<file path="src/rtl/gba_gpu_timing_gen.sv">
// GBA GPU display timing generator.
// Walks the four display phases (visible, hblank, vblank, vblank+hblank) from
// a CPU-cycle accumulator, keeps the line counter, pixel position and status
// flags, and produces the single-cycle trigger and IRQ pulses for the renderer,
// DMA and interrupt logic. All outputs come straight from flops.
module gba_gpu_timing_gen #(
    parameter int H_DRAW         = 1008,
    parameter int H_BLANK        = 224,
    parameter int V_DRAW         = 160,
    parameter int V_TOTAL        = 228,
    parameter int DRAW_START     = 160,
    parameter int VRAM_BLOCK_END = 980,
    parameter int VDMA_FIRST     = 2,
    parameter int VDMA_LAST      = 162,
    parameter int STEP_W         = 8,
    parameter int CNT_W          = 12
) (
    input  logic              fclk,
    input  logic              reset,
    input  logic              tick_valid,
    input  logic [STEP_W-1:0] tick_cycles,
    input  logic              lockspeed,
    input  logic              vram_block_mode,
    input  logic              hblank_irq_en,
    input  logic              vblank_irq_en,
    input  logic              vcount_irq_en,
    input  logic [7:0]        vcount_setting,
    output logic              flag_hblank,
    output logic              flag_vblank,
    output logic              flag_vcount,
    output logic              irq_hblank,
    output logic              irq_vblank,
    output logic              irq_vcount,
    output logic [7:0]        vcount,
    output logic [8:0]        pixelpos,
    output logic [1:0]        state,
    output logic              line_trigger,
    output logic              hblank_trigger,
    output logic              vblank_trigger,
    output logic              drawline,
    output logic              refpoint_update,
    output logic              newline_invsync,
    output logic              videodma_start,
    output logic              videodma_stop,
    output logic              vram_blocked
);

    typedef enum logic [1:0] {
        ST_VISIBLE      = 2'd0,
        ST_HBLANK       = 2'd1,
        ST_VBLANK       = 2'd2,
        ST_VBLANKHBLANK = 2'd3
    } state_t;

    state_t            state_r, state_s;
    logic [CNT_W-1:0]  acc_r, acc_s, acc_sum_s, half_s;
    logic [7:0]        vcount_r, vcount_s, line_inc_s;
    logic [8:0]        pixelpos_r, pixelpos_s;
    logic              drawsoon_r, drawsoon_s;
    logic              flag_hblank_r, flag_hblank_s;
    logic              flag_vblank_r, flag_vblank_s;
    logic              flag_vcount_r, flag_vcount_s;
    logic              irq_hblank_r, irq_hblank_s;
    logic              irq_vblank_r, irq_vblank_s;
    logic              irq_vcount_r, irq_vcount_s;
    logic              line_trigger_r, line_trigger_s;
    logic              hblank_trigger_r, hblank_trigger_s;
    logic              vblank_trigger_r, vblank_trigger_s;
    logic              drawline_r, drawline_s;
    logic              refpoint_update_r, refpoint_update_s;
    logic              newline_invsync_r, newline_invsync_s;
    logic              videodma_start_r, videodma_start_s;
    logic              videodma_stop_r, videodma_stop_s;
    logic              vram_blocked_r, vram_blocked_s;

    // Next-state, counter and pulse decode: at most one phase change per clock,
    // threshold subtracted so any overshoot carries into the next phase.
    always_comb begin
        acc_sum_s         = acc_r + (tick_valid ? CNT_W'(tick_cycles) : {CNT_W{1'b0}});
        half_s            = acc_sum_s >> 1;
        line_inc_s        = vcount_r + 8'd1;
        state_s           = state_r;
        acc_s             = acc_sum_s;
        vcount_s          = vcount_r;
        pixelpos_s        = pixelpos_r;
        drawsoon_s        = drawsoon_r;
        flag_hblank_s     = flag_hblank_r;
        flag_vblank_s     = flag_vblank_r;
        flag_vcount_s     = flag_vcount_r;
        irq_hblank_s      = 1'b0;
        irq_vblank_s      = 1'b0;
        irq_vcount_s      = 1'b0;
        line_trigger_s    = 1'b0;
        hblank_trigger_s  = 1'b0;
        vblank_trigger_s  = 1'b0;
        drawline_s        = 1'b0;
        refpoint_update_s = 1'b0;
        newline_invsync_s = 1'b0;
        videodma_start_s  = 1'b0;
        videodma_stop_s   = 1'b0;

        case (state_r)
            ST_VISIBLE: begin
                // A pending draw fires at once unless tracking real pixel position.
                if (drawsoon_r && (!lockspeed || (acc_sum_s >= CNT_W'(DRAW_START)))) begin
                    drawline_s = 1'b1;
                    drawsoon_s = 1'b0;
                end else begin
                    drawsoon_s = drawsoon_r;
                end
                if (lockspeed && (acc_sum_s >= CNT_W'(DRAW_START))) begin
                    pixelpos_s = 9'(half_s - CNT_W'(DRAW_START / 2));
                end else begin
                    pixelpos_s = pixelpos_r;
                end
                if (acc_sum_s >= CNT_W'(H_DRAW)) begin
                    state_s          = ST_HBLANK;
                    acc_s            = acc_sum_s - CNT_W'(H_DRAW);
                    flag_hblank_s    = 1'b1;
                    hblank_trigger_s = 1'b1;
                    pixelpos_s       = 9'd240;
                    irq_hblank_s     = hblank_irq_en;
                    videodma_start_s = (vcount_r >= 8'(VDMA_FIRST));
                end else begin
                    state_s = ST_VISIBLE;
                end
            end
            ST_HBLANK: begin
                if (acc_sum_s >= CNT_W'(H_BLANK)) begin
                    acc_s         = acc_sum_s - CNT_W'(H_BLANK);
                    vcount_s      = line_inc_s;
                    flag_hblank_s = 1'b0;
                    flag_vcount_s = (line_inc_s == vcount_setting);
                    irq_vcount_s  = vcount_irq_en && (line_inc_s == vcount_setting);
                    if (line_inc_s < 8'(V_DRAW)) begin
                        state_s        = ST_VISIBLE;
                        line_trigger_s = 1'b1;
                        pixelpos_s     = 9'd0;
                        drawsoon_s     = 1'b1;
                    end else begin
                        state_s           = ST_VBLANK;
                        flag_vblank_s     = 1'b1;
                        vblank_trigger_s  = 1'b1;
                        refpoint_update_s = 1'b1;
                        irq_vblank_s      = vblank_irq_en;
                    end
                end else begin
                    state_s = ST_HBLANK;
                end
            end
            ST_VBLANK: begin
                if (acc_sum_s >= CNT_W'(H_DRAW)) begin
                    state_s           = ST_VBLANKHBLANK;
                    acc_s             = acc_sum_s - CNT_W'(H_DRAW);
                    flag_hblank_s     = 1'b1;
                    newline_invsync_s = 1'b1;
                    irq_hblank_s      = hblank_irq_en;
                    videodma_start_s  = (vcount_r < 8'(VDMA_LAST));
                    videodma_stop_s   = (vcount_r == 8'(VDMA_LAST));
                end else begin
                    state_s = ST_VBLANK;
                end
            end
            ST_VBLANKHBLANK: begin
                if (acc_sum_s >= CNT_W'(H_BLANK)) begin
                    acc_s          = acc_sum_s - CNT_W'(H_BLANK);
                    flag_hblank_s  = 1'b0;
                    line_trigger_s = 1'b1;
                    if (line_inc_s == 8'(V_TOTAL)) begin
                        vcount_s      = 8'd0;
                        state_s       = ST_VISIBLE;
                        pixelpos_s    = 9'd0;
                        drawsoon_s    = 1'b1;
                        flag_vcount_s = (vcount_setting == 8'd0);
                    end else begin
                        vcount_s      = line_inc_s;
                        state_s       = ST_VBLANK;
                        flag_vcount_s = (line_inc_s == vcount_setting);
                        if (line_inc_s == 8'(V_TOTAL - 1)) begin
                            flag_vblank_s = 1'b0;
                        end else begin
                            flag_vblank_s = flag_vblank_r;
                        end
                    end
                    irq_vcount_s = vcount_irq_en && flag_vcount_s;
                end else begin
                    state_s = ST_VBLANKHBLANK;
                end
            end
            default: begin
                state_s = ST_VISIBLE;
                acc_s   = {CNT_W{1'b0}};
            end
        endcase

        // Evaluated on the post-edge phase/accumulator so the level lines up
        // with the state and counter values it describes.
        vram_blocked_s = (state_s == ST_VISIBLE) && vram_block_mode &&
                         (acc_s < CNT_W'(VRAM_BLOCK_END));
    end

    // Timing state, counters, flags and pulse registers.
    always_ff @(posedge fclk or posedge reset) begin
        if (reset) begin
            state_r           <= ST_VISIBLE;
            acc_r             <= {CNT_W{1'b0}};
            vcount_r          <= 8'd0;
            pixelpos_r        <= 9'd0;
            drawsoon_r        <= 1'b0;
            flag_hblank_r     <= 1'b0;
            flag_vblank_r     <= 1'b0;
            flag_vcount_r     <= 1'b0;
            irq_hblank_r      <= 1'b0;
            irq_vblank_r      <= 1'b0;
            irq_vcount_r      <= 1'b0;
            line_trigger_r    <= 1'b0;
            hblank_trigger_r  <= 1'b0;
            vblank_trigger_r  <= 1'b0;
            drawline_r        <= 1'b0;
            refpoint_update_r <= 1'b0;
            newline_invsync_r <= 1'b0;
            videodma_start_r  <= 1'b0;
            videodma_stop_r   <= 1'b0;
            vram_blocked_r    <= 1'b0;
        end else begin
            state_r           <= state_s;
            acc_r             <= acc_s;
            vcount_r          <= vcount_s;
            pixelpos_r        <= pixelpos_s;
            drawsoon_r        <= drawsoon_s;
            flag_hblank_r     <= flag_hblank_s;
            flag_vblank_r     <= flag_vblank_s;
            flag_vcount_r     <= flag_vcount_s;
            irq_hblank_r      <= irq_hblank_s;
            irq_vblank_r      <= irq_vblank_s;
            irq_vcount_r      <= irq_vcount_s;
            line_trigger_r    <= line_trigger_s;
            hblank_trigger_r  <= hblank_trigger_s;
            vblank_trigger_r  <= vblank_trigger_s;
            drawline_r        <= drawline_s;
            refpoint_update_r <= refpoint_update_s;
            newline_invsync_r <= newline_invsync_s;
            videodma_start_r  <= videodma_start_s;
            videodma_stop_r   <= videodma_stop_s;
            vram_blocked_r    <= vram_blocked_s;
        end
    end

    assign state           = state_r;
    assign vcount          = vcount_r;
    assign pixelpos        = pixelpos_r;
    assign flag_hblank     = flag_hblank_r;
    assign flag_vblank     = flag_vblank_r;
    assign flag_vcount     = flag_vcount_r;
    assign irq_hblank      = irq_hblank_r;
    assign irq_vblank      = irq_vblank_r;
    assign irq_vcount      = irq_vcount_r;
    assign line_trigger    = line_trigger_r;
    assign hblank_trigger  = hblank_trigger_r;
    assign vblank_trigger  = vblank_trigger_r;
    assign drawline        = drawline_r;
    assign refpoint_update = refpoint_update_r;
    assign newline_invsync = newline_invsync_r;
    assign videodma_start  = videodma_start_r;
    assign videodma_stop   = videodma_stop_r;
    assign vram_blocked    = vram_blocked_r;

endmodule

</file>
<file path="config.mk">
export PLATFORM = sky130hd
export DESIGN_NAME = gba_gpu_timing_gen
export DESIGN_NICKNAME = d
export VERILOG_FILES = /design/src/rtl/gba_gpu_timing_gen.sv
export SDC_FILE = /design/constraint.sdc
export NUM_CORES = 1
export LEC_CHECK = 0
export CAP_MARGIN = 20
export CORE_MARGIN = 3
export CORE_UTILIZATION = 47
export DETAILED_ROUTE_END_ITERATION = 12
export PLACE_DENSITY = 0.72
export SYNTH_ARGS = -nofsm -noshare
export SYNTH_HDL_FRONTEND = slang
export SYNTH_SLANG_ARGS = --single-unit
</file>
<file path="constraint.sdc">
create_clock -name fclk -period 4.2 [get_ports fclk]
set_clock_uncertainty 0.2 [all_clocks]
set_input_delay 0.42 -clock fclk [delete_from_list [all_inputs] [get_ports fclk]]
set_output_delay 0.42 -clock fclk [all_outputs]
set_load 0.1 [all_outputs]
</file>
Word level (Yosys, flattened, before mapping)
Cells that the tools add are included.

storage, ports and cells
  bits in registers = 46
  latch bits = 0
  bits in writable memories = 0
  memory bits (read-only) = 0
  bits of input ports = 24
  output and inout bits = 34
  word-level logic and storage cells = 137
  memories kept = 0

cells by class
  add/subtract/negate cells = 5
  $mul = 0
  divide/modulo/power cells = 0
  order comparisons = 7
  equal/unequal tests = 18
  shift-type cells = 0
  multiplexer cells = 68
  bitwise logic cells = 0
  reductions and logical operators = 20

operator list
  kind                      number
  $mux W9                   6
  $mux W1                   41
  $mux W8                   4
  $pmux W9 S3               1
  $eq A8 B8 Y1 const B      3
  $ge A12 B8 Y1 const B     2
  $mux W12                  2
  $pmux W12 S2              1
  $reduce_and A6 Y1         3
  $lt A8 B8 Y1 const B      2
  $ne A2 B2 Y1 const B      8
  $pmux W8 S2               1
  $add A12 B8 Y12           1
  $ge A12 B10 Y1 const B    1
  $lt A12 B10 Y1 const B    1
  $pmux W1 S2               6
  $sub A12 B10 Y12 const B  1
  $sub A12 B8 Y12 const B   1
  $sub A9 B7 Y9 const B     1
  $add A8 B1 Y8 const B     1
  $eq A8 B8 Y1              1
  $ge A8 B2 Y1 const B      1
  $logic_not A8 Y1          1
  $mux W2                   4
  other kinds (15)          24

Logic depth before layout (Yosys ltp)
Gate-level depths: netlist of the first run.

  depth in word-level cells = 8
  gate-level depth with buffers = 15
  depth with buffers taken out = 14

Least setup slack after synthesis of the first run
No wires, ideal clock.

  path type = register to register
  start = register vcount_r[3], in the netlist vcount[3]
  end = register pixelpos_r[0], in the netlist pixelpos[0]
  library setup time = 0.126 ns
  arrival time = 3.405 ns
  required time = 3.874 ns
  slack = 0.469 ns
  cell stages (with the launch flop) = 10
  path buffers = 1
  period minus slack after synthesis = 3.731 ns
  path through = dfrtp_1 buf_2 nand3_1 or4_1 a21oi_1 o21ai_0 or4b_2 a22oi_2 o21ai_4 mux2_2

on the way
  cells in the longest elaborated chain, start to end = 4
  elaborated cells between the ends (all ways) = 6
  classes of those cells = add/sub (1); order compare (1); eq/ne (3); reduce/logical (1)

ends and longest elaborated chain
  item                                          line      source
  start: declaration                            57        logic [7:0] vcount_r, vcount_s, line_inc_s;
  start signal: assignment                      228       vcount_r <= vcount_s;
  $add A8 B1 Y8 *                               81        line_inc_s = vcount_r + 8'd1;
  $lt A8 B8 Y1 or $eq A8 B8 Y1 (tied branches)  135, 169
  $ne A2 B2 Y1 (no source line)                 -
  $reduce_and A6 Y1 (no source line) *          -
  end signal: assignment                        229       pixelpos_r <= pixelpos_s;
  end: declaration                              58        logic [8:0] pixelpos_r, pixelpos_s;

Mark *: on every way between the ends. The rest lies on a longest branch, timed or not.
A chain may end at the register's enable or synchronous reset.

Final worst setup path of the first run
  start = input port tick_valid
  end = register vram_blocked_r, in the netlist vram_blocked

on the way
  elaborated cells between the ends (all ways) = 18
  classes of those cells = add/sub (3); order compare (3); mux (9); reduce/logical (3)

RTL lines
  item                                           line      source
  start: declaration                             20        input logic tick_valid,
  $mux W8 *                                      79        acc_sum_s = acc_r + (tick_valid ? CNT_W'(tick_cycles) : {CNT_W{1'b0}});
  $add A12 B8 Y12 *                              79
  $sub A12 B8 Y12, or another cell as far along  130, 166
  $mux W12, on equally long branches             -
  $pmux W12 S2 *                                 102       case (state_r)
  named net acc_s[6]                             56        logic [CNT_W-1:0] acc_r, acc_s, acc_sum_s, half_s;
  $lt A12 B10 Y1 *                               199       (acc_s < CNT_W'(VRAM_BLOCK_END));
  $logic_and A1 B1 Y1 *                          198       vram_blocked_s = (state_s == ST_VISIBLE) && vram_block_mode &&
  named net vram_blocked_s                       74        logic vram_blocked_r, vram_blocked_s;
  end signal: assignment                         245       vram_blocked_r <= vram_blocked_s;
  end: declaration                               74

Mark *: on every way through the listed nets, which the timed path passes. The rest lies on a longest branch.

==> run_summary.xml, run 1 <==
<?xml version="1.0" encoding="UTF-8"?>
<metrics>
  <group name="status">
    <metric name="status" unit="">finished clean</metric>
  </group>
  <group name="sta">
    <metric name="worst_pin_slew" unit="ns">0.982</metric>
    <metric name="setup-violations-final" unit="">0</metric>
    <metric name="timing.final.hold_violations" unit="">0</metric>
    <metric name="unrepaired_setup_endpoints_after_global_routing" unit="">true</metric>
    <metric name="fmax" unit="GHz">0.247</metric>
    <metric name="drv_slew" unit="">0</metric>
    <metric name="finalCritPeriodShare" unit="%">96.5</metric>
    <metric name="max-slew-margin-rel" unit="%">34.4</metric>
    <metric name="final.min_clock_period" unit="ns">4.05</metric>
  </group>
  <group name="routing">
    <metric name="ant_nets" unit="">0</metric>
    <metric name="wirelength" unit="um">9890</metric>
    <metric name="route.vias.total" unit="">3373</metric>
    <metric name="avgRoutedWirePerCell" unit="um">16.7</metric>
    <metric name="detailedRoute.firstIterationViolations" unit="">168</metric>
    <metric name="via_per_inst" unit="">5.69</metric>
    <metric name="first_pass_iters" unit="">5</metric>
    <metric name="drc_errors" unit="">0</metric>
  </group>
  <group name="yosys">
    <metric name="ys_types" unit="">75</metric>
    <metric name="synth.avg_cell_area" unit="um2">8.91</metric>
    <metric name="synthDominantAreaCellType" unit="">dfrtp_1</metric>
    <metric name="yosysTopAreaCellShare" unit="%">34.1</metric>
    <metric name="post-synth-top-count-cell" unit="">dfrtp_1</metric>
    <metric name="synth_seq_cells" unit="">46</metric>
    <metric name="synthesis.area" unit="um2">3380</metric>
    <metric name="synth_edf_count" unit="">0</metric>
    <metric name="syn-num-nets" unit="">418</metric>
    <metric name="yosys-top-cells-area" unit="">dfrtp_1 (34%), ha_1 (5.2%), xnor2_1 (3.9%)</metric>
    <metric name="syn-instance-count" unit="">379</metric>
    <metric name="synth-warning-count" unit="">0</metric>
    <metric name="synth-seq-area-share" unit="%">34.1</metric>
    <metric name="synth_commonest_cells" unit="">dfrtp_1 (46), nand2_1 (30), a21oi_1 (22), inv_1 (22), nor2_1 (21)</metric>
    <metric name="synth-async-reset-ratio" unit="%">100</metric>
    <metric name="dominantRegCellSynth" unit="">dfrtp_1</metric>
  </group>
  <group name="cells_and_area">
    <metric name="antennaDiodeCount" unit="">0</metric>
    <metric name="stdcell_area" unit="um2">4670</metric>
    <metric name="final_cells" unit="">593</metric>
    <metric name="drive_gt1_share" unit="%">22.7</metric>
    <metric name="nNetsFinal" unit="">535</metric>
    <metric name="filler_cell_count" unit="">577</metric>
    <metric name="layout-area-overhead-vs-synth" unit="%">38.4</metric>
  </group>
  <group name="floorplanning">
    <metric name="floorplan.die.width" unit="um">90.8</metric>
    <metric name="overall_die_height" unit="um">90.8</metric>
    <metric name="core-area" unit="um2">6870</metric>
    <metric name="design.portCount" unit="">58</metric>
    <metric name="standard_cell_rows" unit="">30</metric>
    <metric name="starting_density" unit="%">49.2</metric>
    <metric name="die_area" unit="um2">8240</metric>
  </group>
  <group name="clock_network">
    <metric name="clkTransAtPathRegs" unit="ns">0.09</metric>
    <metric name="num_clock_sinks" unit="">46</metric>
    <metric name="cts-root-to-sink-buffers" unit="">2</metric>
    <metric name="cts_root_buffer" unit="">clkbuf_8</metric>
    <metric name="cts-htree-levels" unit="">2</metric>
    <metric name="cts_buf_count" unit="">5</metric>
    <metric name="tritoncts" unit="">done</metric>
    <metric name="holdBufCountCts" unit="">0</metric>
    <metric name="clock_latency" unit="ns">0.31</metric>
  </group>
  <group name="global_routing">
    <metric name="wire_length_of_the_first_global_routing_pass" unit="um">16500</metric>
    <metric name="globalRouteOverflowTotal" unit="">0</metric>
    <metric name="grt_util_all_layers" unit="%">24.5</metric>
    <metric name="grt_antenna_before_repair" unit="">0</metric>
    <metric name="first_global_vias" unit="">3390</metric>
    <metric name="grt_start_max_net_pins" unit="">47</metric>
  </group>
  <group name="critical_path">
    <metric name="slowest_delay" unit="ns">0.42</metric>
    <metric name="critPathMaxFanout" unit="">8</metric>
    <metric name="slowest_cp_cell" unit="">clkdlybuf4s50_1</metric>
    <metric name="type_of_element_capturing_the_critical_path" unit="">flip-flop</metric>
    <metric name="reg2regPathDepth" unit="">13</metric>
    <metric name="r2r-start" unit="">acc_r[5]$_DFF_PP0_</metric>
    <metric name="cp_required" unit="ns">4.23</metric>
    <metric name="critPathArrivalTime" unit="ns">4.08</metric>
    <metric name="crit_path_frequent_cell" unit="">buf_4</metric>
    <metric name="reg2reg_to" unit="">vram_blocked$_DFF_PP0_</metric>
    <metric name="worstSetupStartpointType" unit="">primary input</metric>
    <metric name="path_class" unit="">in2reg</metric>
    <metric name="timing.critical_path.cells" unit="">clkdlybuf4s50_1 &gt; buf_4 &gt; and2_1 &gt; ha_1 &gt; nand4_2 &gt; buf_4 &gt; nor4_1 &gt; buf_4 &gt; o211ai_1 &gt; buf_4 &gt; nor3_2 &gt; o21a_1 &gt; a21boi_0 &gt; o32a_1 &gt; and4_1 &gt; a211oi_2</metric>
    <metric name="r2r_setup_slack" unit="ns">0.56</metric>
  </group>
  <group name="min_path">
    <metric name="min_path_type" unit="">in2async</metric>
  </group>
  <group name="placement">
    <metric name="placed_cell_area" unit="um2">4490</metric>
    <metric name="dp.final_hpwl" unit="um">7550</metric>
    <metric name="numPlacedInstances" unit="">582</metric>
    <metric name="gp_congestion" unit="">0.988</metric>
    <metric name="count_of_buffers_inserted_at_the_top_level_ports" unit="">57</metric>
  </group>
  <group name="run">
    <metric name="drv_cap" unit="">0</metric>
  </group>
</metrics>
-- sequential cells by signal (all words and copies together) (netlist names), 2 cells and up --
name and cells:
vcount 8, state 2, pixelpos 9, acc_r 12
-- cell type report --
type / instances / area, um2 / area share (%)
multi-input cells: 293 / 2100 / 44.9
repair buffers: 127 / 1110 / 23.7
flip-flops and latches: 46 / 1150 / 24.6
clock inverters: 2 / 37.5 / 0.803
inverters: 23 / 86.3 / 1.85
clock buffers: 6 / 72.6 / 1.55
well taps: 96 / 120 / 2.57
-- critical path, delay by kind of cell --
family | cells | cell delay [ns]
fa+ha+maj | 1 | 0.42
buf+inv | 5 | 1.13
simple gates | 5 | 1.04
compound gates | 5 | 1.06
-- routing by layer --
metal | part of all wire, % | wire (um) | track usage, %
met5 | 0 | 0 | 0
met1 | 41 | 4060 | 30.0
met3 | 4.8 | 471 | 3.08
met2 | 52 | 5150 | 44.4
met4 | 2.1 | 212 | 7.91
-- cells in the final DEF (no fill, tap or decap), drive strengths merged, types with 10 or more instances in the layout --
cell type,n
inv,22
nor4,10
ha,14
nor2,21
and2,10
xnor2,15
a21oi,23
nand3,12
buf,70
xor2,13
dfrtp,46
clkdlybuf4s50,57
nor3,12
nand2,31
o21ai,23
-- how the worst max path moves through the flow --
stage,startpoint,endpoint,slack [ns],depth (start not counted)
2_1_floorplan,vcount[3]$_DFFE_PP0P_,pixelpos[0]$_DFFE_PP0P_,0.47,9
3_3_place_gp,tick_valid,vram_blocked$_DFF_PP0_,-0.19,15
3_5_place_dp,tick_valid,vram_blocked$_DFF_PP0_,-0.18,15
4_1_cts,tick_valid,vram_blocked$_DFF_PP0_,0.11,15
5_1_grt,tick_valid,vram_blocked$_DFF_PP0_,-0.06,15
6_report,tick_valid,vram_blocked$_DFF_PP0_,0.15,16
-- logic make-up after synthesis --
family / after synthesis / share of synthesized area, %
flip-flops: 46 / 34.1
AO/OA/AOI/OAI: 107 / 23.0
XOR/XNOR: 28 / 7.26
multiplexers: 12 / 3.89
AND/OR/NAND/NOR: 131 / 21.0
adder cells (fa/ha/maj): 15 / 5.78
buffers and inverters: 40 / 5.00
-- per-stage QoR --
stage / setup slack [ns] / setup TNS, ns / hold slack, ns / util [%]
global placement: -0.193 / -1.96 / 0.262 / 65.3
floorplan: 0.469 / 0 / 0.269 / -
global route: -0.0637 / -0.218 / 0.0944 / 68.0
finish: 0.148 / 0 / 0.0864 / 68.0
detailed placement: -0.181 / -1.87 / 0.269 / 65.3
CTS: 0.115 / 0 / 0.292 / 66.9
-- what timing repair did --
item	4_1_cts	5_1_grt
hold endpoints to repair	0	0
gates resized for setup	0	9
setup endpoints to repair	0	18
setup buffers	0	2
Power of run 1 is not shown: default switching activity piles up to over one toggle a cycle in this logic, so the estimate is an artifact.
==> inputs of run 2 (changes only) <==
ABC_CLOCK_PERIOD_IN_PS = 4200   (was not set)
==> results of run 2 <==
Same layout as run 1: the final DEF is identical, and so are final timing and power.
Power of run 2 is left out for the same reason.
==> inputs of run 3 (changes only) <==
--- a/constraint.sdc
+++ b/constraint.sdc
@@ -4,2 +4,2 @@
 set_output_delay 0.42 -clock fclk [all_outputs]
-set_load 0.1 [all_outputs]
+set_load 0.05 [all_outputs]
==> results of run 3 <==
Same layout as run 1 (identical final DEF). Status: finished clean.
No activity file was read; power rests on OpenSTA's default activity.
